`config.mk`:
```
export PLATFORM = sky130hd
export DESIGN_NAME = rule_sequencer_flat
export DESIGN_NICKNAME = d
export VERILOG_FILES = /design/src/rtl/rule_sequencer_pkg.sv /design/src/rtl/rule_sequencer_if.sv /design/src/rtl/rule_sequencer_rule_table.sv /design/src/rtl/rule_sequencer.sv /design/src/flat_wrapper.sv
export SDC_FILE = /design/constraint.sdc
export NUM_CORES = 1
export LEC_CHECK = 0
export ABC_AREA = 1
export CAP_MARGIN = 20
export CORE_MARGIN = 5
export CORE_UTILIZATION = 44
export DETAILED_ROUTE_END_ITERATION = 10
export PLACE_DENSITY = 0.71
export SLEW_MARGIN = 20
export SYNTH_ARGS = -nofsm -noshare
export SYNTH_HDL_FRONTEND = slang
export SYNTH_SLANG_ARGS = --single-unit
```
`constraint.sdc`:
```
create_clock -name clk -period 3.4 [get_ports clk]
set_clock_uncertainty 0.2 [all_clocks]
set_input_delay 0.34 -clock clk [delete_from_list [all_inputs] [get_ports clk]]
set_output_delay 0.34 -clock clk [all_outputs]
set_load 0.01 [all_outputs]
```
`src/rtl/rule_sequencer_pkg.sv`:
```
// Shared types and constants for the fuzzy rule sequencer: FSM state
// encoding, rule-base dimensions, the default consequent table and the
// one-hot output-register write strobes.
package rule_seq_pkg;

  typedef enum logic [1:0] {
    ST_IDLE = 2'd0,
    ST_CLR  = 2'd1,
    ST_RUN  = 2'd2,
    ST_DONE = 2'd3
  } seq_state_t;

  localparam int NUM_SETS  = 3;
  localparam int NUM_RULES = 9;

  // Consequent c(i,j) packed by rule number r = 3*i + j, entry r at bits [2r+1:2r].
  // c = 0 when i+j <= 1, 1 when i+j == 2, 2 when i+j >= 3.
  localparam logic [2*NUM_RULES-1:0] DEFAULT_TABLE = {
    2'd2, 2'd2, 2'd1,   // rules 8,7,6 : (2,2) (2,1) (2,0)
    2'd2, 2'd1, 2'd0,   // rules 5,4,3 : (1,2) (1,1) (1,0)
    2'd1, 2'd0, 2'd0    // rules 2,1,0 : (0,2) (0,1) (0,0)
  };

  localparam logic [3:0] POS_NONE   = 4'b0000;
  localparam logic [3:0] POS_SAIDA0 = 4'b0001;
  localparam logic [3:0] POS_SAIDA1 = 4'b0010;
  localparam logic [3:0] POS_SAIDA2 = 4'b0100;

  // Write strobe for a consequent; code 3 never reaches here, it is folded onto saida_2.
  function automatic logic [3:0] pos_onehot(input logic [1:0] c);
    logic [3:0] v;
    case (c)
      2'd0:    v = POS_SAIDA0;
      2'd1:    v = POS_SAIDA1;
      default: v = POS_SAIDA2;
    endcase
    return v;
  endfunction

  // Default consequent for a rule number; out-of-range numbers read as 0.
  function automatic logic [1:0] default_cons(input logic [3:0] idx);
    logic [1:0] v;
    v = 2'd0;
    if (idx < 4'(NUM_RULES)) v = DEFAULT_TABLE[{idx, 1'b0} +: 2];
    return v;
  endfunction

  // Rule number 3*i + j.
  function automatic logic [3:0] rule_num(input logic [1:0] i, input logic [1:0] j);
    return {1'b0, i, 1'b0} + {2'b00, i} + {2'b00, j};
  endfunction

endpackage

```
`src/rtl/rule_sequencer_if.sv`:
```
// Control bundle between the system controller (master) and the rule
// sequencer (slave), plus the sequencer's drive toward the rule unit.
//
// Handshake: the master raises start for one or more cycles; it is sampled
// only while the sequencer is idle (busy=0, done=0). busy stays high for the
// whole clear+run phase, then done pulses for exactly one cycle with busy=0.
// A start seen while busy or during the done cycle is dropped, not queued.
interface rule_sequencer_if;
  import rule_seq_pkg::*;

  logic       start;
  logic       busy;
  logic       done;
  logic       acc_clr;
  logic [1:0] sel_2;
  logic [1:0] sel_1;
  logic [1:0] Mux_8Canais;
  logic [3:0] Pos_men;
  logic [3:0] rule_idx;
  seq_state_t dbg_state;

  modport master (
    output start,
    input  busy, done, acc_clr, sel_2, sel_1, Mux_8Canais, Pos_men, rule_idx, dbg_state
  );

  modport slave (
    input  start,
    output busy, done, acc_clr, sel_2, sel_1, Mux_8Canais, Pos_men, rule_idx, dbg_state
  );

endinterface

```
`src/rtl/rule_sequencer_rule_table.sv`:
```
// Nine-entry consequent lookup indexed by rule number, combinational read.
// With RULE_TABLE_PROG_EN defined the table is a writable register file
// that resets to the default table; otherwise it is the hardwired default.
module rule_table
  import rule_seq_pkg::*;
(
`ifdef RULE_TABLE_PROG_EN
  input  logic       clk,
  input  logic       rst,
  input  logic       i_we,
  input  logic [3:0] i_wr_addr,
  input  logic [1:0] i_wr_data,
`endif
  input  logic [3:0] i_rd_addr,
  output logic [1:0] o_rd_data
);

`ifdef RULE_TABLE_PROG_EN
  logic [1:0] r_tab [NUM_RULES];
  logic [1:0] w_wr_val;
  logic       w_wr_ok;

  // Code 3 has no output register behind it, so it is stored as saida_2.
  assign w_wr_val = (i_wr_data == 2'd3) ? 2'd2 : i_wr_data;
  assign w_wr_ok  = i_we && (i_wr_addr < 4'(NUM_RULES));

  // Register file: reset to the default table, single write port.
  always_ff @(posedge clk or negedge rst) begin
    if (!rst) begin
      for (int k = 0; k < NUM_RULES; k++) r_tab[k] <= default_cons(4'(k));
    end else if (w_wr_ok) begin
      r_tab[i_wr_addr] <= w_wr_val;
    end
  end

  assign o_rd_data = (i_rd_addr < 4'(NUM_RULES)) ? r_tab[i_rd_addr] : 2'd0;
`else
  assign o_rd_data = default_cons(i_rd_addr);
`endif

endmodule

```
`src/rtl/rule_sequencer.sv`:
```
// Rule sequencer for the 3x3 fuzzy rule base. Walks rules 0..8, holding each
// for STALL+1 cycles, driving antecedent selects, the max-feedback select and
// a one-hot write strobe on the last hold cycle. Every output is registered:
// the next-state logic also computes the outputs for the next state.
// Optional feature macro: RULE_TABLE_PROG_EN (programmable consequent table).
module rule_sequencer
  import rule_seq_pkg::*;
#(
  parameter int unsigned STALL = 0
)(
  input  logic clk,
  input  logic rst,
`ifdef RULE_TABLE_PROG_EN
  input  logic       cfg_we,
  input  logic [3:0] cfg_addr,
  input  logic [1:0] cfg_data,
`endif
  rule_sequencer_if.slave bus
);

  localparam logic [2:0] STALL_L  = STALL[2:0];
  localparam logic [1:0] LAST_SET = 2'(NUM_SETS - 1);

  seq_state_t r_state, w_state_nxt;
  logic [1:0] r_i, r_j, w_i_nxt, w_j_nxt;
  logic [2:0] r_h, w_h_nxt;

  logic [3:0] w_rule_nxt;
  logic [1:0] w_cons_nxt;

  logic       r_busy, r_done, r_acc_clr;
  logic [1:0] r_sel_2, r_sel_1, r_mux;
  logic [3:0] r_pos_men, r_rule_idx;

  logic       w_busy_nxt, w_done_nxt, w_acc_clr_nxt;
  logic [1:0] w_sel_2_nxt, w_sel_1_nxt, w_mux_nxt;
  logic [3:0] w_pos_men_nxt, w_rule_idx_nxt;

  // Consequent lookup for the rule that will be presented next cycle.
  assign w_rule_nxt = rule_num(w_i_nxt, w_j_nxt);

`ifdef RULE_TABLE_PROG_EN
  logic w_cfg_we;
  // Table edits are only accepted while no pass is in flight.
  assign w_cfg_we = cfg_we && (r_state == ST_IDLE);

  rule_table u_rule_table (
    .clk       (clk),
    .rst       (rst),
    .i_we      (w_cfg_we),
    .i_wr_addr (cfg_addr),
    .i_wr_data (cfg_data),
    .i_rd_addr (w_rule_nxt),
    .o_rd_data (w_cons_nxt)
  );
`else
  rule_table u_rule_table (
    .i_rd_addr (w_rule_nxt),
    .o_rd_data (w_cons_nxt)
  );
`endif

  // Next state and rule/hold counters.
  always_comb begin
    w_state_nxt = r_state;
    w_i_nxt     = r_i;
    w_j_nxt     = r_j;
    w_h_nxt     = r_h;
    case (r_state)
      ST_IDLE: begin
        if (bus.start) w_state_nxt = ST_CLR;
      end
      ST_CLR: begin
        w_state_nxt = ST_RUN;
        w_i_nxt     = 2'd0;
        w_j_nxt     = 2'd0;
        w_h_nxt     = 3'd0;
      end
      ST_RUN: begin
        if (r_h != STALL_L) begin
          w_h_nxt = r_h + 3'd1;
        end else begin
          w_h_nxt = 3'd0;
          if (r_j == LAST_SET) begin
            w_j_nxt = 2'd0;
            if (r_i == LAST_SET) begin
              w_i_nxt     = 2'd0;
              w_state_nxt = ST_DONE;
            end else begin
              w_i_nxt = r_i + 2'd1;
            end
          end else begin
            w_j_nxt = r_j + 2'd1;
          end
        end
      end
      ST_DONE: begin
        w_state_nxt = ST_IDLE;
      end
      default: begin
        w_state_nxt = ST_IDLE;
      end
    endcase
  end

  // Moore outputs for the state being entered; registered below.
  always_comb begin
    w_busy_nxt     = 1'b0;
    w_done_nxt     = 1'b0;
    w_acc_clr_nxt  = 1'b0;
    w_sel_2_nxt    = 2'd0;
    w_sel_1_nxt    = 2'd0;
    w_mux_nxt      = 2'd0;
    w_pos_men_nxt  = POS_NONE;
    w_rule_idx_nxt = 4'd0;
    case (w_state_nxt)
      ST_CLR: begin
        w_busy_nxt    = 1'b1;
        w_acc_clr_nxt = 1'b1;
      end
      ST_RUN: begin
        w_busy_nxt     = 1'b1;
        w_sel_2_nxt    = w_i_nxt;
        w_sel_1_nxt    = w_j_nxt;
        w_mux_nxt      = w_cons_nxt;
        w_rule_idx_nxt = w_rule_nxt;
        // Write only on the last hold cycle so the min/max path has settled.
        if (w_h_nxt == STALL_L) w_pos_men_nxt = pos_onehot(w_cons_nxt);
      end
      ST_DONE: begin
        w_done_nxt = 1'b1;
      end
      default: begin
        w_busy_nxt = 1'b0;
      end
    endcase
  end

  // State and counter registers.
  always_ff @(posedge clk or negedge rst) begin
    if (!rst) begin
      r_state <= ST_IDLE;
      r_i     <= 2'd0;
      r_j     <= 2'd0;
      r_h     <= 3'd0;
    end else begin
      r_state <= w_state_nxt;
      r_i     <= w_i_nxt;
      r_j     <= w_j_nxt;
      r_h     <= w_h_nxt;
    end
  end

  // Output registers; reset clears them so an aborted pass leaves no strobe or done.
  always_ff @(posedge clk or negedge rst) begin
    if (!rst) begin
      r_busy     <= 1'b0;
      r_done     <= 1'b0;
      r_acc_clr  <= 1'b0;
      r_sel_2    <= 2'd0;
      r_sel_1    <= 2'd0;
      r_mux      <= 2'd0;
      r_pos_men  <= POS_NONE;
      r_rule_idx <= 4'd0;
    end else begin
      r_busy     <= w_busy_nxt;
      r_done     <= w_done_nxt;
      r_acc_clr  <= w_acc_clr_nxt;
      r_sel_2    <= w_sel_2_nxt;
      r_sel_1    <= w_sel_1_nxt;
      r_mux      <= w_mux_nxt;
      r_pos_men  <= w_pos_men_nxt;
      r_rule_idx <= w_rule_idx_nxt;
    end
  end

  assign bus.busy        = r_busy;
  assign bus.done        = r_done;
  assign bus.acc_clr     = r_acc_clr;
  assign bus.sel_2       = r_sel_2;
  assign bus.sel_1       = r_sel_1;
  assign bus.Mux_8Canais = r_mux;
  assign bus.Pos_men     = r_pos_men;
  assign bus.rule_idx    = r_rule_idx;
  assign bus.dbg_state   = r_state;

endmodule

```
`src/flat_wrapper.sv`:
```
// flat-port wrapper written by rule: the top's interface ports become plain ports
module rule_sequencer_flat import rule_seq_pkg::*;
#(
  parameter int unsigned STALL = 0
)
  (clk, rst, bus_start, bus_busy, bus_done, bus_acc_clr, bus_sel_2, bus_sel_1, bus_Mux_8Canais, bus_Pos_men, bus_rule_idx, bus_dbg_state);
  rule_sequencer_if bus_i ();
  input  logic clk;
  input  logic rst;
  input wire logic [$bits(bus_i.start)-1:0] bus_start;
  output wire logic [$bits(bus_i.busy)-1:0] bus_busy;
  output wire logic [$bits(bus_i.done)-1:0] bus_done;
  output wire logic [$bits(bus_i.acc_clr)-1:0] bus_acc_clr;
  output wire logic [$bits(bus_i.sel_2)-1:0] bus_sel_2;
  output wire logic [$bits(bus_i.sel_1)-1:0] bus_sel_1;
  output wire logic [$bits(bus_i.Mux_8Canais)-1:0] bus_Mux_8Canais;
  output wire logic [$bits(bus_i.Pos_men)-1:0] bus_Pos_men;
  output wire logic [$bits(bus_i.rule_idx)-1:0] bus_rule_idx;
  output wire logic [$bits(bus_i.dbg_state)-1:0] bus_dbg_state;
  assign bus_i.start = bus_start;
  assign bus_busy = bus_i.busy;
  assign bus_done = bus_i.done;
  assign bus_acc_clr = bus_i.acc_clr;
  assign bus_sel_2 = bus_i.sel_2;
  assign bus_sel_1 = bus_i.sel_1;
  assign bus_Mux_8Canais = bus_i.Mux_8Canais;
  assign bus_Pos_men = bus_i.Pos_men;
  assign bus_rule_idx = bus_i.rule_idx;
  assign bus_dbg_state = bus_i.dbg_state;
  rule_sequencer #(.STALL(STALL)) u_core (.clk(clk), .rst(rst), .bus(bus_i));
endmodule
```
# Word-level counts from Yosys, hierarchy flattened
# Cells that the tools add are included.
[op_classes] shift=1 div_mod_pow=0 mul=0 eq_ne=9 n_reduce_logical=5 addsub=5 muxes=25 n_bitwise=0 magnitude_cmp=1
[ops] operator="2-to-1 mux 2 bit" n=13
[ops] operator="variable part select 18 x 6 -> 2 bit, first input constant" n=1
[ops] operator="== test 2 bit, second input constant" n=6
[ops] operator="2-to-1 mux 4 bit" n=3
[ops] operator="case mux 3 bit (2 select lines)" n=2
[ops] operator="case mux 2 bit (2 select lines)" n=2
[ops] operator="case mux 2 bit (4 select lines)" n=1
[ops] operator="== test 2 x 1 -> 1 bit, second input constant" n=3
[ops] operator="adder 2 x 1 -> 2 bit, second input constant" n=2
[ops] operator="adder 3 x 2 -> 4 bit" n=1
[ops] operator="adder 4 x 2 -> 4 bit" n=1
[ops] operator="zero test 2 bit" n=2
[ops] operator="< comparator 4 bit, second input constant" n=1
[ops] operator="adder 3 x 1 -> 3 bit, second input constant" n=1
[ops] operator="zero test 3 bit" n=1
[ops] operator="2-to-1 mux 1 bit" n=3
[ops] operator="2-to-1 mux 3 bit" n=1
[ops] operator="nonzero test 3 bit" n=1
[ops] operator="OR reduction 2 bit" n=1
[totals] ramBits=0 inputBits=3 memories=0 out_inout_bits=19 regBits=26 mem_bits_ro=0 latchBits=0 wordCells=58

# Depth between registers and ports, before layout
# Gate-level depths: netlist of the first run.
[logic_depth] depth_word=13 depth_mapped=17 ltp_nobuf=17

# By module
# From an unflattened synthesis of the first run, not the netlist that was laid out.
[hier_totals] cells_unflattened=139 area_unflattened_um2=1229.9
[by_module_without_submodules] mod="rule_sequencer" cells_each=133 area_each_um2=1201.2 n_inst=1 seq_area_each_um2=625.6
[by_module_without_submodules] mod="rule_table" cells_each=6 area_each_um2=28.8 n_inst=1 seq_area_each_um2=0.0

# Worst setup path after synthesis of the first run
# Ideal clock, no wire load.
[synth_timing] path_kind="reg2reg" start="register u_core.r_state[0], in the netlist u_core.bus.dbg_state[0]" end="register u_core.r_pos_men[0], in the netlist u_core.bus.Pos_men[0]" n_path_buf=1 path_slack_ps=115 path_stages_with_launch=17 arrival_time_ps=3012 setup_ps=72 required_ps=3128 synth_period_minus_slack_ps=3285 path_cell_list="dfrtp_1 > inv_1 > ha_1 > buf_6 > nand3_4 > inv_2 > nand2_1 > nand2_2 > nand3b_4 > fa_1 > inv_1 > ha_1 > fa_1 > o21bai_1 > nor2_1 > nand3b_1 > nor2_1"
[synth_via] elab_chain_cells=10 elab_cells_between_ends=24 cone_classes="add/sub (2); order compare (1); eq/ne (5); shift (1); mux (12); reduce/logical (3)"
[synth_lines] element="start, declared" line="rule_sequencer.sv:24" source="seq_state_t r_state, w_state_nxt;"
[synth_lines] element="start signal, assigned" line="rule_sequencer.sv:147" source="r_state <= w_state_nxt;"
[synth_lines] element="== test 2 bit or == test 2 x 1 -> 1 bit (tied branches)" line="rule_sequencer.sv:69" source="case (r_state)"
[synth_lines] element="case mux 2 bit (2 select lines)" line="rule_sequencer.sv:69"
[synth_lines] element="adder 3 x 2 -> 4 bit" line="rule_sequencer_pkg.sv:50" source="return {1'b0, i, 1'b0} + {2'b00, i} + {2'b00, j};"
[synth_lines] element="adder 4 x 2 -> 4 bit" line="rule_sequencer_pkg.sv:50"
[synth_lines] element="variable part select 18 x 6 -> 2 bit or < comparator 4 bit (tied branches)" line="rule_sequencer_pkg.sv:44" source="if (idx < 4'(NUM_RULES)) v = DEFAULT_TABLE[{idx, 1'b0} +: 2];"
[synth_lines] element="2-to-1 mux 2 bit" line="rule_sequencer_pkg.sv:44"
[synth_lines] element="== test 2 x 1 -> 1 bit or zero test 2 bit (tied branches)" line="rule_sequencer_pkg.sv:32" source="case (c)"
[synth_lines] element="case mux 3 bit (2 select lines)" line="rule_sequencer_pkg.sv:32"
[synth_lines] element="2-to-1 mux 4 bit" line="rule_sequencer.sv:128" source="if (w_h_nxt == STALL_L) w_pos_men_nxt = pos_onehot(w_cons_nxt);"
[synth_lines] element="2-to-1 mux 4 bit (*)" line="rule_sequencer.sv:116" source="case (w_state_nxt)"
[synth_lines] element="named net u_core.w_pos_men_nxt[0]" line="rule_sequencer.sv:37" source="logic [3:0] w_pos_men_nxt, w_rule_idx_nxt;"
[synth_lines] element="end signal, assigned" line="rule_sequencer.sv:172" source="r_pos_men <= w_pos_men_nxt;"
[synth_lines] element="end, declared" line="rule_sequencer.sv:33" source="logic [3:0] r_pos_men, r_rule_idx;"
# Mark *: on every way through the listed nets, which the timed path passes. The rest lies on a longest branch.

# Worst setup path after layout of the first run
# Ends and elaborated chain as after synthesis.

==> results of run 1 <==
[worst max-delay path: cells and delay by family (launching register included)]
family | cells | cell delay [ns]
buffers and inverters | 3 | 0.20
adders and majority gates | 4 | 1.62
DFF | 1 | 0.39
AOI/OAI and AO/OA | 1 | 0.14
and+or+nand+nor | 8 | 0.64
[registers in the layout (all words and copies together), names as in the netlist]
name,count
u_core.bus.Mux_8Canais,2
u_core.bus.Pos_men,3
u_core.bus.acc_clr,1
u_core.bus.busy,1
u_core.bus.dbg_state,2
u_core.bus.done,1
u_core.bus.rule_idx,4
u_core.bus.sel_1,2
u_core.bus.sel_2,2
u_core.r_h,3
u_core.r_i,2
u_core.r_j,2
[kinds of logic (layout without fill, tap and decap cells)]
kind of cell    after synthesis  count (layout)  synth area share, %
compound gates                9               9                 4.02
fa+ha+maj                    11              11                 12.0
flops                        25              25                 49.0
buf+inv                      35              69                 11.2
other cells                   1               1                0.294
simple gates                 54              54                 23.5
[report_power, final]
group	internal, mW	switching, mW	total [mW]
clock	0.0441	0.0836	0.128
sequential	0.378	0.0314	0.410
combinational	0.518	0.581	1.10
[final cells by class]
cell class	count	area [sq um]
clock buffers	3	22.5
clock inverters	1	5.00
fillers	216	1080
inverters	32	120
multi-input cells	75	568
flip-flops and latches	25	626
well taps	31	38.8
repair buffers	33	295
[cells in the mapped netlist]
master,instances,area (sq um)
a21oi_1,3,15.0
buf_4,1,7.51
buf_6,1,11.3
clkbuf_1,1,3.75
conb_1,1,3.75
dfrtp_1,25,626
fa_1,2,40.0
ha_1,9,113
inv_1,29,109
inv_2,3,11.3
nand2_1,20,75.1
nand2_2,3,18.8
nand2_4,1,11.3
nand3_1,6,30.0
nand3_2,1,10.0
nand3_4,1,17.5
nand3b_1,2,15.0
nand3b_4,2,40.0
nand4_1,1,6.26
nor2_1,13,48.8
nor2_2,1,6.26
nor2_4,1,11.3
nor3_1,2,10.0
o21ai_0,4,20.0
o21ai_2,1,8.76
o21bai_1,1,7.51
[final timing paths]
path / start / end / slack [ns]
min in group clk: u_core.r_j[0] / u_core.bus.sel_1[0] / 0.43
max in group asynchronous: rst / u_core.r_i[1] / 2.32
hold / removal: rst / u_core.bus.Pos_men[1] / 0.32
setup reg to reg: u_core.bus.dbg_state[0] / u_core.bus.Pos_men[0] / 0.10
hold reg to reg: u_core.r_j[0] / u_core.bus.sel_1[0] / 0.43
setup / recovery: u_core.bus.dbg_state[0] / u_core.bus.Pos_men[0] / 0.10
[cell usage in the layout, fill, tap and decap left out, types with 3 or more instances in the layout]
cell,synthesis,final
nand2_1,20,19
dfrtp_1,25,25
inv_1,29,26
inv_2,3,6
ha_1,9,5
o21ai_0,4,3
clkbuf_4,0,3
nand3_1,6,5
buf_4,1,12
nor2_1,13,13
clkdlybuf4s50_1,0,19
nand2_2,3,3
[layer usage]
| layer | up-vias | global-route usage (%) | routed length, um |
|---|---|---|---|
| met5 | - | 0 | 0 |
| met4 | 0 | 4.68 | 32 |
| met3 | 4 | 2.63 | 111 |
| met2 | 19 | 21.7 | 1300 |
| met1 | 459 | 15.8 | 1020 |
| li1 | 472 | - | - |
[metrics by stage]
step | power [mW] | utilization (%) | worst slack [ns] | hold WS [ns]
after detailed placement | 1.26 | 54.9 | -0.143 | 0.428
final | 1.64 | 60.8 | 0.101 | 0.323
after floorplan | 1.01 | - | 0.115 | -0.156
after global placement | 1.23 | 54.9 | 0.0205 | 0.424
after global routing | 1.79 | 60.8 | -0.0363 | 0.403
after CTS | 1.44 | 56.5 | 0.0241 | 0.426
[repair_timing]
action	in CTS	in global routing
hold endpoints to repair	0	25
setup endpoints to repair	5	5
buffers inserted	0	9
hold buffers	0	1
pin swaps	0	6
resized for setup	3	14
==> reports/results.ini, run 1 <==
[run_status]
outcome = completed

[place]
place_area_sq_mm = 0.00152
place_inst = 186
io_buffers = 20
gp_congestion = 0.741
dp_hpwl_um = 1840

[die]
coreArea_sq_mm = 0.00276
die_y_um = 63.9
start_util_pct = 46.3
dieWidth_um = 63.9
rows = 19
io_pins = 22
die_area_sq_mm = 0.00408

[synthesis]
syn_area_sq_mm = 0.00128
avgSynthCellArea_sq_um = 9.45
synth_warnings = 0
syn-num-nets = 149
synth_seq_area_share_pct = 49.0
synth.distinct_cells = 26
ys_seq_elements = 25
syn_inst = 135

[layout]
antennaDiodeCount = 0
area_delta_synth_final_pct = 31.3
final_layout_size_suffix_gt1_share_pct = 25.4
design_area_sq_mm = 0.00168
final_cells = 200
final_nets = 184

[clock_network]
clk_pin_slew_ns = 0.13
cts_sinks = 25
insertion_delay_ns = 0.32
cts_root_buf = clkbuf_4
cts_buffer_depth = 2
cts-buffers-inserted = 3
cts_tree = built
h-tree-depth = 1

[critical_path]
slowest_stage = fa_2
max_stage_delay_ns = 0.63
arrival_ns = 3.32
worstPathRequired_ns = 3.42
critical_path_peak_fanout = 6
ff2ff_path_depth = 16
path_cells = inv_2 > ha_4 > nand3_4 > inv_2 > nand3_2 > nand2_2 > nand2_4 > fa_1 > inv_1 > ha_2 > fa_2 > nor2_1 > a21oi_2 > nand2_1 > nand3b_1 > nor2_1
cp-end-kind = register
path_class = reg2reg
crit_path_start_kind = register

[power]
ir_drop_mv = 0.736
leakage_nw = 0.939
pwr_density_cell_mw_per_mm2 = 977

[timing]
timing.fmax_ghz = 0.303
hold_viol_final = 0
tns_ns = 0
relSlewSlack_pct = 65.1
fin_crit_ns = 3.30
post-route-period-util_pct = 97.0
tightestPinTransition_ns = 0.524
slew_violations = 0
setup_viol = 0

[global_route]
grt_first_pass_wirelength_um = 4260
grt_max_degree = 26
grt_usage_pct = 12.8
grt_overflow_total = 0
grt_pass1_vias = 1003
antenna_found_initial = 0

[flow_run]
maxCapViolations = 0

[route]
vias_per_cell = 4.77
drtAntennaViolNets = 0
drt_iter0_drc = 24
vias = 954
drc = 0
drt_wl_total_um = 2460
wl_per_cell_um = 12.3
drt_pass1_iterations = 4

[hold_path]
hold_path.class = in2async

No activity file was read; power rests on OpenSTA's default activity.
==> inputs of run 2 (changes only) <==
Settings changed: SLEW_MARGIN 20 to unset.
==> reports/results.ini, run 2 (synthesized netlist as in run 1, its figures left out) <==
[power]
leakage_nw = 0.956  ; +1.9%
clkPwrFrac_pct = 7.5  ; -0.3 points
p_comb_share_pct = 68.3  ; +1.1 points
intPower_mw = 0.977  ; +3.8%
ir_drop_mv = 0.737  ; +0.13%
pwr_density_cell_mw_per_mm2 = 985  ; +0.77%
switching_power_mw = 0.710  ; +2.0%
sequentialPowerShare_pct = 24.3  ; -0.7 points
netSwitchingFraction_pct = 42.1  ; -0.44 points

[clock_network]
cts-buffers-inserted = 3  ; unchanged
cts_tree = built
cts_root_buf = clkbuf_4
h-tree-depth = 1  ; unchanged
clk_pin_slew_ns = 0.13  ; about the same
insertion_delay_ns = 0.31  ; about the same
cts_hold_buf = 0  ; unchanged
cts_sinks = 25  ; unchanged
cts_buffer_depth = 2  ; unchanged

[timing]
tns_ns = 0  ; unchanged
timing.fmax_ghz = 0.302  ; -0.32%
post-route-period-util_pct = 97.4  ; +0.31 points
setup_viol = 0  ; unchanged
slew_violations = 0  ; unchanged
hold_viol_final = 0  ; unchanged
fin_crit_ns = 3.31  ; +0.0106 ns

[place]
gp_congestion = 0.741  ; unchanged
place_inst = 186  ; unchanged
place_area_sq_mm = 0.00152  ; unchanged
io_buffers = 20  ; unchanged
dp_hpwl_um = 1840  ; unchanged

[route]
drt_pass1_iterations = 4  ; unchanged
drtAntennaViolNets = 0  ; unchanged
drt_iter0_drc = 8  ; -67%
wl_per_cell_um = 13.1  ; +6.7%
vias_per_cell = 4.76  ; -0.26%
vias = 961  ; +0.73%
drc = 0  ; unchanged
drt_wl_total_um = 2650  ; +7.8%

[critical_path]
worstPathRequired_ns = 3.41  ; about the same
worstSetupStartpoint = u_core.bus.dbg_state[0]
reg2reg_slack_ns = 0.09  ; about the same
path_class = reg2reg
r2r-start = u_core.bus.dbg_state[0]
crit_path_start_kind = register
arrival_ns = 3.32  ; about the same
critical_path_peak_fanout = 6  ; unchanged
cp-end-kind = register

[layout]
design_area_sq_mm = 0.00171  ; +2.2%
final_common_cell = inv_1
area_delta_synth_final_pct = 34.2
final_cell_mix = inv_1, dfrtp_1, nand2_1, clkdlybuf4s50_1, buf_4
final_cells = 202  ; +1.0%
fill_cells = 210  ; -2.8%
final_layout_size_suffix_gt1_share_pct = 25.7  ; +0.29 points
antennaDiodeCount = 0  ; unchanged
final_nets = 186  ; +1.1%
largest_reg_flops = 4  ; unchanged

[global_route]
grt_first_pass_wirelength_um = 4260  ; unchanged
grt_overflow_total = 0  ; unchanged
antenna_found_initial = 0  ; unchanged
grt_max_degree = 26  ; unchanged
grt_pass1_vias = 1003  ; unchanged
grt_usage_pct = 12.8  ; unchanged

[die]
dieWidth_um = 63.9  ; unchanged
io_pins = 22  ; unchanged
die_y_um = 63.9  ; unchanged
coreArea_sq_mm = 0.00276  ; unchanged
rows = 19  ; unchanged
die_area_sq_mm = 0.00408  ; unchanged
start_util_pct = 46.3  ; unchanged

[hold_path]
hold_path.class = in2async

[flow_run]
maxCapViolations = 0  ; unchanged

[run_status]
outcome = completed

==> run 2: cell count changes in the layout (fill, tap and decap cells not counted), sizes merged <==
cell           delta
dlygate4sd3       -1
clkdlybuf4s50     +1
buf               +2
==> run 2: worst max-delay path, stage by stage, from the launching register on <==
cell and delay (ns):
dfrtp_1 0.42, inv_2 0.09, ha_4 0.22, buf_4 0.15, nand2_4 0.07, o21ai_1 0.07, nand3b_4 0.18, fa_1 0.55
inv_1 0.05, ha_2 0.18, fa_2 0.63, nor2_2 0.06, a21oi_2 0.13, nand2_1 0.07, nand3b_1 0.08, nor2_1 0.05
==> run 2: final timing paths <==
check	endpoint	depth (start not counted)
setup / recovery	u_core.bus.Pos_men[0]	15
hold / removal	u_core.bus.Pos_men[1]	1
setup reg to reg	u_core.bus.Pos_men[0]	15
hold reg to reg	u_core.bus.sel_1[0]	3
max in group asynchronous	u_core.bus.rule_idx[3]	2
min in group clk	u_core.bus.sel_1[0]	3
==> run 2: metrics by stage <==
stage | power, mW | hold WS, ns | setup slack (ns) | util (%)
final | 1.69 | 0.122 | 0.0900 | 62.1
after global routing | 1.84 | 0.123 | -0.0233 | 62.1
after CTS | 1.44 | 0.426 | 0.0241 | 56.5
after detailed placement | 1.26 | 0.428 | -0.143 | 54.9
after global placement | 1.23 | 0.424 | 0.0205 | 54.9
after floorplan | 1.01 | -0.156 | 0.115 | -
==> run 2: area by class of cell <==
class	instances	area, sq um	area share [%]
clock buffers	3	22.5	1.31
clock inverters	1	5.00	0.292
inverters	32	120	7.01
multi-input cells	75	568	33.2
flip-flops and latches	25	626	36.5
well taps	31	38.8	2.26
repair buffers	35	333	19.4
==> run 2: repair_timing <==
item,4_1_cts,5_1_grt
gates cloned,0,0
setup buffers,0,11
endpoints found under the setup margin,5,5
endpoints found under the hold margin,0,0
gates resized for setup,3,13
pin swaps,0,6
==> run 2: power groups by stage <==
stage / registers (mW) / clock network [mW] / logic [mW]
finish: 0.410 / 0.126 / 1.15
global route: 0.417 / 0.150 / 1.27
CTS: 0.408 / 0.131 / 0.898
detailed placement: 0.414 / 0 / 0.851
global placement: 0.411 / 0 / 0.820
floorplan: 0.443 / 0 / 0.566
==> run 2: routing by layer <==
metal  up-vias  GRT usage [%]  wire, um  part of all wire, %
met4         0           4.68        16                 0.60
met5         -              0         0                    0
met1       470           15.8      1070                   40
met3         2           2.63       103                  3.9
met2        17           21.7      1460                   55
li1        472              -         -                    -
